[config.mk]
export PLATFORM = sky130hd
export DESIGN_NAME = pipe_hazard_ctrl
export DESIGN_NICKNAME = d
export VERILOG_FILES = /design/src/rtl/pipe_hazard_ctrl.sv
export SDC_FILE = /design/constraint.sdc
export NUM_CORES = 1
export LEC_CHECK = 0
export ABC_AREA = 1
export CAP_MARGIN = 20
export CORE_MARGIN = 2
export CORE_UTILIZATION = 37
export DETAILED_ROUTE_END_ITERATION = 10
export PLACE_DENSITY = 0.89
export SLEW_MARGIN = 20
export SYNTH_ARGS = -nofsm -noshare
export SYNTH_HDL_FRONTEND = slang
export SYNTH_SLANG_ARGS = --single-unit
[constraint.sdc]
create_clock -name clk_i -period 3.8 [get_ports clk_i]
set_clock_uncertainty 0.05 [all_clocks]
set_input_delay 0.76 -clock clk_i [delete_from_list [all_inputs] [get_ports clk_i]]
set_output_delay 0.76 -clock clk_i [all_outputs]
set_load 0.005 [all_outputs]
[src/rtl/pipe_hazard_ctrl.sv]
// pipe_hazard_ctrl: load-use / taken-branch / memory-wait sequencer for a 5-stage pipeline.
// Optional performance counters are built when PIPE_PERF_CNT_EN is defined.
`default_nettype none

module pipe_hazard_ctrl #(
  parameter int LOAD_STALL  = 1,
  parameter int FLUSH_EXTRA = 1,
  parameter int CNT_W       = 16
) (
  input  logic             clk_i,
  input  logic             rst_i,
  input  logic [4:0]       id_rs_i,
  input  logic [4:0]       id_rt_i,
  input  logic             id_uses_rt_i,
  input  logic             ex_memread_i,
  input  logic [4:0]       ex_wbreg_i,
  input  logic             mem_branch_i,
  input  logic             mem_zero_i,
  input  logic             mem_req_i,
  input  logic             mem_ready_i,
  output logic             pc_write_o,
  output logic             ifid_write_o,
  output logic             ifid_flush_o,
  output logic             idex_flush_o,
  output logic             exmem_flush_o,
  output logic             pipe_hold_o,
  output logic [1:0]       state_o,
  output logic [CNT_W-1:0] stall_cnt_o,
  output logic [CNT_W-1:0] flush_cnt_o
);

  localparam logic [1:0] ST_RUN     = 2'd0;
  localparam logic [1:0] ST_LDSTALL = 2'd1;
  localparam logic [1:0] ST_MEMWAIT = 2'd2;
  localparam logic [1:0] ST_FLUSH   = 2'd3;

  logic [1:0] state, state_nxt;
  logic [2:0] cnt, cnt_nxt;
  logic       lu_haz, br_tk, mwait;
  logic       act_hold, act_br, act_lu;
  logic       pc_wr, ifid_wr, ifid_fl, idex_fl, exmem_fl, hold;

  assign lu_haz = ex_memread_i && (ex_wbreg_i != 5'd0) &&
                  ((ex_wbreg_i == id_rs_i) || (id_uses_rt_i && (ex_wbreg_i == id_rt_i)));
  assign br_tk  = mem_branch_i & mem_zero_i;
  assign mwait  = mem_req_i & ~mem_ready_i;

  // Resolve the single winning event for this cycle; MEMWAIT ignores branches until ready.
  assign act_hold = (state == ST_MEMWAIT) ? ~mem_ready_i : mwait;
  assign act_br   = ~act_hold && br_tk && (state != ST_FLUSH);
  assign act_lu   = ~act_hold && ~act_br && lu_haz &&
                    ((state == ST_RUN) || (state == ST_MEMWAIT));

  always_ff @(posedge clk_i or negedge rst_i) begin
    if (!rst_i) begin
      state <= ST_RUN;
      cnt   <= 3'd0;
    end else begin
      state <= state_nxt;
      cnt   <= cnt_nxt;
    end
  end

  always_comb begin
    state_nxt = state;
    cnt_nxt   = cnt;
    if (act_hold) begin
      state_nxt = ST_MEMWAIT;
    end else if (act_br) begin
      cnt_nxt   = 3'(FLUSH_EXTRA);
      state_nxt = (FLUSH_EXTRA > 0) ? ST_FLUSH : ST_RUN;
    end else if (act_lu) begin
      cnt_nxt   = 3'(LOAD_STALL - 1);
      state_nxt = (LOAD_STALL > 1) ? ST_LDSTALL : ST_RUN;
    end else if ((state == ST_LDSTALL) || (state == ST_FLUSH)) begin
      cnt_nxt = cnt - 3'd1;
      if (cnt <= 3'd1)
        state_nxt = ST_RUN;
    end else begin
      state_nxt = ST_RUN;
    end
  end

  always_comb begin
    pc_wr    = 1'b1;
    ifid_wr  = 1'b1;
    ifid_fl  = 1'b0;
    idex_fl  = 1'b0;
    exmem_fl = 1'b0;
    hold     = 1'b0;
    if (act_hold) begin
      pc_wr   = 1'b0;
      ifid_wr = 1'b0;
      hold    = 1'b1;
    end else if (act_br) begin
      ifid_fl  = 1'b1;
      idex_fl  = 1'b1;
      exmem_fl = 1'b1;
    end else if (act_lu || (state == ST_LDSTALL)) begin
      pc_wr   = 1'b0;
      ifid_wr = 1'b0;
      idex_fl = 1'b1;
    end else if (state == ST_FLUSH) begin
      ifid_fl = 1'b1;
    end
  end

  // Reset freezes the whole pipeline, so every strobe is gated asynchronously.
  assign pc_write_o    = rst_i & pc_wr;
  assign ifid_write_o  = rst_i & ifid_wr;
  assign ifid_flush_o  = rst_i & ifid_fl;
  assign idex_flush_o  = rst_i & idex_fl;
  assign exmem_flush_o = rst_i & exmem_fl;
  assign pipe_hold_o   = rst_i & hold;
  assign state_o       = state;

`ifdef PIPE_PERF_CNT_EN
  logic [CNT_W-1:0] stall_cnt, flush_cnt;

  always_ff @(posedge clk_i or negedge rst_i) begin
    if (!rst_i) begin
      stall_cnt <= '0;
      flush_cnt <= '0;
    end else begin
      if (!pc_wr && (stall_cnt != {CNT_W{1'b1}}))
        stall_cnt <= stall_cnt + 1'b1;
      if (act_br && (flush_cnt != {CNT_W{1'b1}}))
        flush_cnt <= flush_cnt + 1'b1;
    end
  end

  assign stall_cnt_o = stall_cnt;
  assign flush_cnt_o = flush_cnt;
`else
  assign stall_cnt_o = '0;
  assign flush_cnt_o = '0;
`endif

endmodule

`default_nettype wire

# Yosys cells after proc, flatten, opt, wreduce, memory -nomap -nowiden
# Cells that the tools add are included.
[op_classes]
eq_ne = 7
n_bitwise = 10
muxes = 22
n_addsub = 1
n_reduce_logical = 16
order_cmp = 1
[op_table]
columns = ["cell", "count"]
rows = [
  ["$mux W1", 14],
  ["$eq A5 B5 Y1", 2],
  ["$mux W2", 5],
  ["$mux W3", 3],
  ["$logic_and A1 B1 Y1", 8],
  ["$and A1 B1 Y1", 7],
  ["$ne A5 B4 Y1 const B", 1],
  ["$reduce_bool A5 Y1", 1],
  ["$eq A2 B2 Y1 const B", 2],
  ["$logic_or A1 B1 Y1", 4],
  ["$le A3 B1 Y1 const B", 1],
  ["$not A1 Y1", 3],
  ["$reduce_bool A3 Y1", 1],
  ["$sub A3 B1 Y3 const B", 1],
  ["$eq A2 B1 Y1 const B", 1],
  ["$logic_not A2 Y1", 1],
  ["$ne A2 B2 Y1 const B", 1],
  ["$reduce_and A2 Y1", 1],
]
[totals]
wordCells = 59
register_bits = 5
out_inout_bits = 40

# Depth between registers and ports, before layout
# Gate-level depths: netlist of the first run.
[logic_depth]
word_depth = 15
mapped_depth = 11

# Worst setup path after synthesis of the first run
# No wires, ideal clock.
[synth_timing]
kind = "input to output"
from = "in mem_req_i"
to = "out pc_write_o"
path_stages = 8
arrival_ps = 1598
path_buffers = 1
required_time_ps = 2990
path_slack_ps = 1392
path_cell_list = "inv_1 a21o_4 nand2_2 nor2_2 nand2_2 o21ai_1 a21oi_1 buf_4"
[synth_via]
elab_chain_len = 14
[synth_lines]
columns = ["element", "line_no", "text"]
rows = [
  ["start, declared", "19", "input logic mem_req_i,"],
  ["$and A1 B1 Y1 *", "46", "assign mwait = mem_req_i & ~mem_ready_i;"],
  ["$mux W1 *", "49", "assign act_hold = (state == ST_MEMWAIT) ? ~mem_ready_i : mwait;"],
  ["$not A1 Y1 (no source line)", "--", ""],
  ["$logic_and A1 B1 Y1 (2 in a row)", "50", "assign act_br = ~act_hold && br_tk && (state != ST_FLUSH);"],
  ["$not A1 Y1", "51", "assign act_lu = ~act_hold && ~act_br && lu_haz &&"],
  ["$logic_and A1 B1 Y1 (3 in a row)", "51", ""],
  ["$logic_or A1 B1 Y1", "99", "end else if (act_lu || (state == ST_LDSTALL)) begin"],
  ["$mux W1 (2 in a row)", "--", ""],
  ["$mux W1 *", "--", ""],
  ["$and A1 B1 Y1 *", "--", ""],
  ["end, declared", "21", "output logic pc_write_o,"],
]
# Mark *: on every way between the ends. The rest lies on a longest branch, timed or not.

# Worst setup path after layout of the first run
[layout_timing]
from = "in ex_wbreg_i[4]"
to = "out idex_flush_o"
[layout_via]
elab_chain_len = 11
[layout_lines]
columns = ["element", "line_no", "text"]
rows = [
  ["start, declared", "16", "input logic [4:0] ex_wbreg_i,"],
  ["$eq A5 B5 Y1", "44", "((ex_wbreg_i == id_rs_i) || (id_uses_rt_i && (ex_wbreg_i == id_rt_i)));"],
  ["$logic_and A1 B1 Y1", "44", ""],
  ["$logic_or A1 B1 Y1", "44", ""],
  ["$logic_and A1 B1 Y1 *", "43", "assign lu_haz = ex_memread_i && (ex_wbreg_i != 5'd0) &&"],
  ["$logic_and A1 B1 Y1 * (2 in a row)", "51", ""],
  ["$logic_or A1 B1 Y1 *", "99", ""],
  ["$mux W1 *", "99", ""],
  ["$mux W1 *", "95", "end else if (act_br) begin"],
  ["$mux W1 *", "91", "if (act_hold) begin"],
  ["$and A1 B1 Y1 *", "112", "assign idex_flush_o = rst_i & idex_fl;"],
  ["end, declared", "24", "output logic idex_flush_o,"],
]
# Marks and branches as above.

==> results.tsv, run 1 <==
metric	value	unit
Arr. time, crit path	2.52	ns
cells resized by post-CTS repair	0	
GPL Wtd Cong	0.801	
status	finished, final reports clean	
count leader, synth	nand2_1	
Post-route DRC	0	
Main synth FF type	dfrtp_1	
Post-DP HPWL	1410	µm
first-pass GRT wire length	2480	µm
total negative slack	0	ns
antenna-violating nets left	0	
final setup fails	0	
Syn Inst Count	140	
Worst-path clk slew	0.04	ns
post-CTS setup buffer count	0	
Max FO, Critical Path	3	
Clk pwr share	18.4	%
drt wl/cell	7.86	µm
Worst path max stage delay	0.53	ns
CTS H-tree lvls	1	
PortBufs	30	
R2R Path End	cnt[2]	
net switching power	0.000137	W
count of different cell masters after synthesis	23	
Leak	0.633	nW
Synth async-reset ratio	100	%
row count	17	
Pwr Density	308	nW/µm²
Initial Util	39.0	%
drt pass-1 iters	2	
clk buf depth	2	
chip width	52.3	µm
synth top area cells	buf_4 29%, nand2_1 17%, dfrtp_1 14%, inv_1 9.1%, nor2_1 5.2%	
initial antenna violation count	0	
die area	2740	µm²
io pins	63	
core area	2210	µm²
GR Overflow Total	0	
post-synth top area share	28.7	%
critical path's top delay family	buffers and inverters	
Int Power	0.000200	W
crit end category	output port	
nets	198	
area growth from synthesis to layout	26.7	%
reg-to-reg startpoint	state_o[0]	
Hold Path Depth	2	
startpoint types	input port	
layout cells sized above 1	8.72	%
vias in the first global route	635	
WHS Endpoint	cnt[1]	
crit-path most repeated cell	nand2_1	
Die Height	52.3	µm
Worst EP required	2.99	ns
WS Path Type	input port to output port	
RSZ-0062 raised after global routing	no	
Critical Path, Cell by Cell	clkdlybuf4s50_1, inv_1, nand2_1, nand2_1, nor2_1, nand3_1, nand2_1, nand2_2, o21ai_1, o21ai_1, inv_1, clkdlybuf4s50_1	
Critical-path top delay cell	clkdlybuf4s50_1	
fin. max-slew vios	0	
number of synthesized flops with an enable pin	0	
Sw Ratio	40.7	%
CTS root buffer	clkbuf_4	
Final Hold Fails	0	
via count	783	
TritonCTS clock tree	yes	
mapped cell area	863	µm²
Final period util	87.6	%
hold path startpoint	cnt[1]	
worst hold path class	register to register	
Non-Filler Instances	200	
DRT Wirelength	1570	µm
FMAX	300	MHz
Synth area leader	buf_4	
Reg2Reg Setup Slack	2.34	ns
All-Layer GR Usage	12.2	%
logic gate share of total power	54.7	%
Initial DRC Count	6	
# hold bufs at CTS	0	
CP bufs+invs	4	
Max-Cap Viols	0	
clock net sink count	5	
largest net degree at the start of global routing	8	
peak supply drop	0.000207	V
sequential share of power	26.9	%
placed cell count	196	
TritonCTS buffer count	3	
R2R depth	10	
Post-synth top cells	38 x nand2_1, 33 x buf_4, 21 x inv_1	
register area share after synthesis	14.5	%
fin crit period	3.33	ns
synthesized area per cell	6.17	µm²
number of diodes	0	
DR vias/cell	3.92	
Synth warnings	0	
pre-CTS setup slack	0.455	ns
Clk Latency, worst-skew pair	0.24	ns
Filler cells	243	
Setup WS post-layout	0.470	ns
FF+latch count, synth	5	
-- cells in the final DEF, fill, tap and decap left out, drive strengths merged --
master         count
clkdlybuf4s50     30
a21o               1
inv               24
xnor2              1
a21oi              4
o31ai              1
conb              32
o21ai              2
ha                 2
nor2              14
clkbuf             4
dfrtp              5
nand2             42
xor2               1
nand4              3
o21bai             1
nand3              5
-- kinds of logic after synthesis --
logic type | synth area share [%]
and+or+nand+nor | 33.8
buffers and inverters | 39.4
AOI/OAI and AO/OA | 6.96
DFF | 14.5
xor gates and xnor gates | 2.03
adders and majority gates | 2.90
other | 0.434
-- worst register-to-register path: cells and delay by family, from the launching register on --
family          cells  cell delay [ns]
flops               1             0.45
buf+inv             3             0.27
compound gates      1             0.23
simple gates        6             0.39
-- worst max-delay path by stage --
stage | cells after the start | from | slack [ns] | to
after floorplan | 8 | mem_req_i | 1.39 | pc_write_o
after global placement | 12 | ex_wbreg_i[1] | 0.48 | idex_flush_o
after detailed placement | 12 | ex_wbreg_i[4] | 0.45 | idex_flush_o
after CTS | 12 | ex_wbreg_i[1] | 0.46 | idex_flush_o
after global routing | 12 | ex_wbreg_i[1] | 0.28 | idex_flush_o
final | 12 | ex_wbreg_i[4] | 0.47 | idex_flush_o
-- sequential cells by signal, summed over array words and instances (netlist names) --
name,cells
state_o,2
cnt,3
-- routing by layer --
metal  track usage (%)  share of wire [%]  routed length, µm
met5                 0                  0                  0
met4              2.56                  0                  0
met3              5.14                9.0                142
met2              20.2                 46                722
met1              14.5                 45                708
-- power by group through the flow --
stage | registers, W | clock network [W] | logic [W]
3_3_place_gp | 0.0000912 | 0 | 0.000181
2_1_floorplan | 0.0000871 | 0 | 0.000142
6_report | 0.0000906 | 0.0000620 | 0.000185
4_1_cts | 0.0000906 | 0.0000659 | 0.000186
3_5_place_dp | 0.0000916 | 0 | 0.000185
5_1_grt | 0.0000936 | 0.0000732 | 0.000211
-- metrics by stage --
stage	util (%)	hold WS (ns)	cell area, µm²	total power (W)
global placement	48.2	0.406	1070	0.000272
floorplan	-	0.392	980	0.000229
global route	49.4	0.452	1090	0.000378
detailed placement	48.2	0.417	1070	0.000277
CTS	49.4	0.426	1090	0.000342
finish	49.4	0.419	1090	0.000337
-- area by class of cell --
type | count | area (µm²) | share of cell area [%]
Multi-Input combinational cell | 109 | 514 | 47.0
Timing Repair Buffer | 30 | 300 | 27.5
Sequential cell | 5 | 125 | 11.4
Inverter | 24 | 92.6 | 8.47
Tap cell | 28 | 35.0 | 3.20
Clock buffer | 4 | 26.3 | 2.40
Power figures use the tool's default switching activity.
==> run 2: changes to the inputs <==
--- a/config.mk
+++ b/config.mk
@@ -6,11 +6,11 @@
 export NUM_CORES = 1
 export LEC_CHECK = 0
 export ABC_AREA = 1
-export CAP_MARGIN = 20
 export CORE_MARGIN = 2
 export CORE_UTILIZATION = 37
 export DETAILED_ROUTE_END_ITERATION = 10
 export PLACE_DENSITY = 0.89
+export RECOVER_POWER = 25
 export SLEW_MARGIN = 20
 export SYNTH_ARGS = -nofsm -noshare
 export SYNTH_HDL_FRONTEND = slang
==> results.tsv, run 2 (synthesized netlist as in run 1, its figures left out) <==
metric	value	unit
status	finished, final reports clean	
via count	783	
first-pass GRT wire length	2480	µm
crit-path most repeated cell	nand2_1	
DRT Wirelength	1570	µm
TritonCTS buffer count	3	
Post-DP Area	1070	µm²
io pins	63	
Worst path max stage delay	0.53	ns
most flop-heavy register	cnt	
Die Height	52.3	µm
GR Overflow Total	0	
Final period util	87.6	%
vias in the first global route	635	
fin. max-slew vios	0	
Post-DP HPWL	1410	µm
register area	125	µm²
commonest non-fill, non-tap cell in the layout	nand2_1	
core area	2210	µm²
Critical-path top delay cell	clkdlybuf4s50_1	
worst hold path class	register to register	
RSZ-0062 raised after global routing	no	
area growth from synthesis to layout	26.7	%
sequential share of power	26.9	%
logic gate share of total power	54.7	%
most frequent cells in the layout	38 x nand2_1, 32 x conb_1, 29 x clkdlybuf4s50_1, 21 x inv_1, 12 x nor2_1	
GPL Wtd Cong	0.801	
Worst EP required	2.99	ns
Final Hold Fails	0	
fin crit period	3.33	ns
clock net sink count	5	
WS Path Type	input port to output port	
chip width	52.3	µm
TritonCTS clock tree	yes	
layout cells sized above 1	8.72	%
All-Layer GR Usage	12.2	%
# hold bufs at CTS	0	
total power	0.000337	W
net switching power	0.000137	W
Initial Util	39.0	%
total negative slack	0	ns
Clk Latency, worst-skew pair	0.24	ns
Max FO, Critical Path	3	
Sw Ratio	40.7	%
drt wl/cell	7.86	µm
FMAX	300	MHz
clk buf depth	2	
Post-route DRC	0	
Arr. time, crit path	2.52	ns
antenna-violating nets left	0	
CTS root buffer	clkbuf_4	
Pwr Density	308	nW/µm²
CP bufs+invs	4	
post-CTS setup buffer count	0	
crit end category	output port	
critical path's top delay family	buffers and inverters	
Clk pwr share	18.3	%
Filler cells	243	
DR vias/cell	3.92	
Max-Cap Viols	0	
max reg flops	3	
Leak	0.633	nW
row count	17	
startpoint types	input port	
number of diodes	0	
PortBufs	30	
Worst-path clk slew	0.04	ns
nets	198	
CTS H-tree lvls	1	
largest net degree at the start of global routing	8	
Critical Path, Cell by Cell	clkdlybuf4s50_1, inv_1, nand2_1, nand2_1, nor2_1, nand3_1, nand2_1, nand2_2, o21ai_1, o21ai_1, inv_1, clkdlybuf4s50_1	
initial antenna violation count	0	
Int Power	0.000200	W
drt pass-1 iters	2	
area of the multi-input gates	514	µm²
Initial DRC Count	6	
final setup fails	0	
peak supply drop	0.000206	V
die area	2740	µm²
post-route cell area	1090	µm²
cells resized by post-CTS repair	0	
worst hold slack	0.419	ns
## run 2: metal layers
metal,up-vias,part of all wire [%],global-route usage [%]
li1,423,-,-
met1,326,45,14.5
met2,34,46,20.2
met3,0,9.0,5.14
met4,0,0,2.56
met5,-,0,0
## run 2: through the flow
step	util (%)	instances	worst slack, ns
floorplan	-	171	1.39
global placement	48.2	196	0.483
detailed placement	48.2	196	0.455
CTS	49.4	200	0.458
global route	49.4	200	0.283
finish	49.4	200	0.470
## run 2: final timing paths
kind | startpoint | end | slack [ns] | cells past startpoint
max in group asynchronous | rst_i | state_o[1] | 2.72 | 1
max reg2reg | state_o[0] | cnt[2] | 2.34 | 10
min | cnt[1] | cnt[1] | 0.42 | 2
min in group asynchronous | rst_i | cnt[2] | 0.77 | 1
max | ex_wbreg_i[4] | idex_flush_o | 0.47 | 12
min reg2reg | cnt[1] | cnt[1] | 0.42 | 2
## run 2: cell type report
class                   instances  share of cell area, %
clock buffers                   4                   2.40
flip-flops and latches          5                   11.4
well taps                      28                   3.20
multi-input cells             109                   47.0
inverters                      24                   8.47
repair buffers                 30                   27.5
## run 2: worst min-delay path: cells and delay by family (launching register included)
| kind | cells | cell delay [ns] |
|---|---|---|
| AND/OR/NAND/NOR | 2 | 0.10 |
| flip-flops | 1 | 0.34 |
## run 2: power by group through the flow
stage / logic [W] / clock network, W / registers [W]
global route: 0.000211 / 0.0000732 / 0.0000936
finish: 0.000184 / 0.0000618 / 0.0000906
detailed placement: 0.000185 / 0 / 0.0000916
global placement: 0.000181 / 0 / 0.0000912
floorplan: 0.000142 / 0 / 0.0000871
CTS: 0.000186 / 0.0000659 / 0.0000906
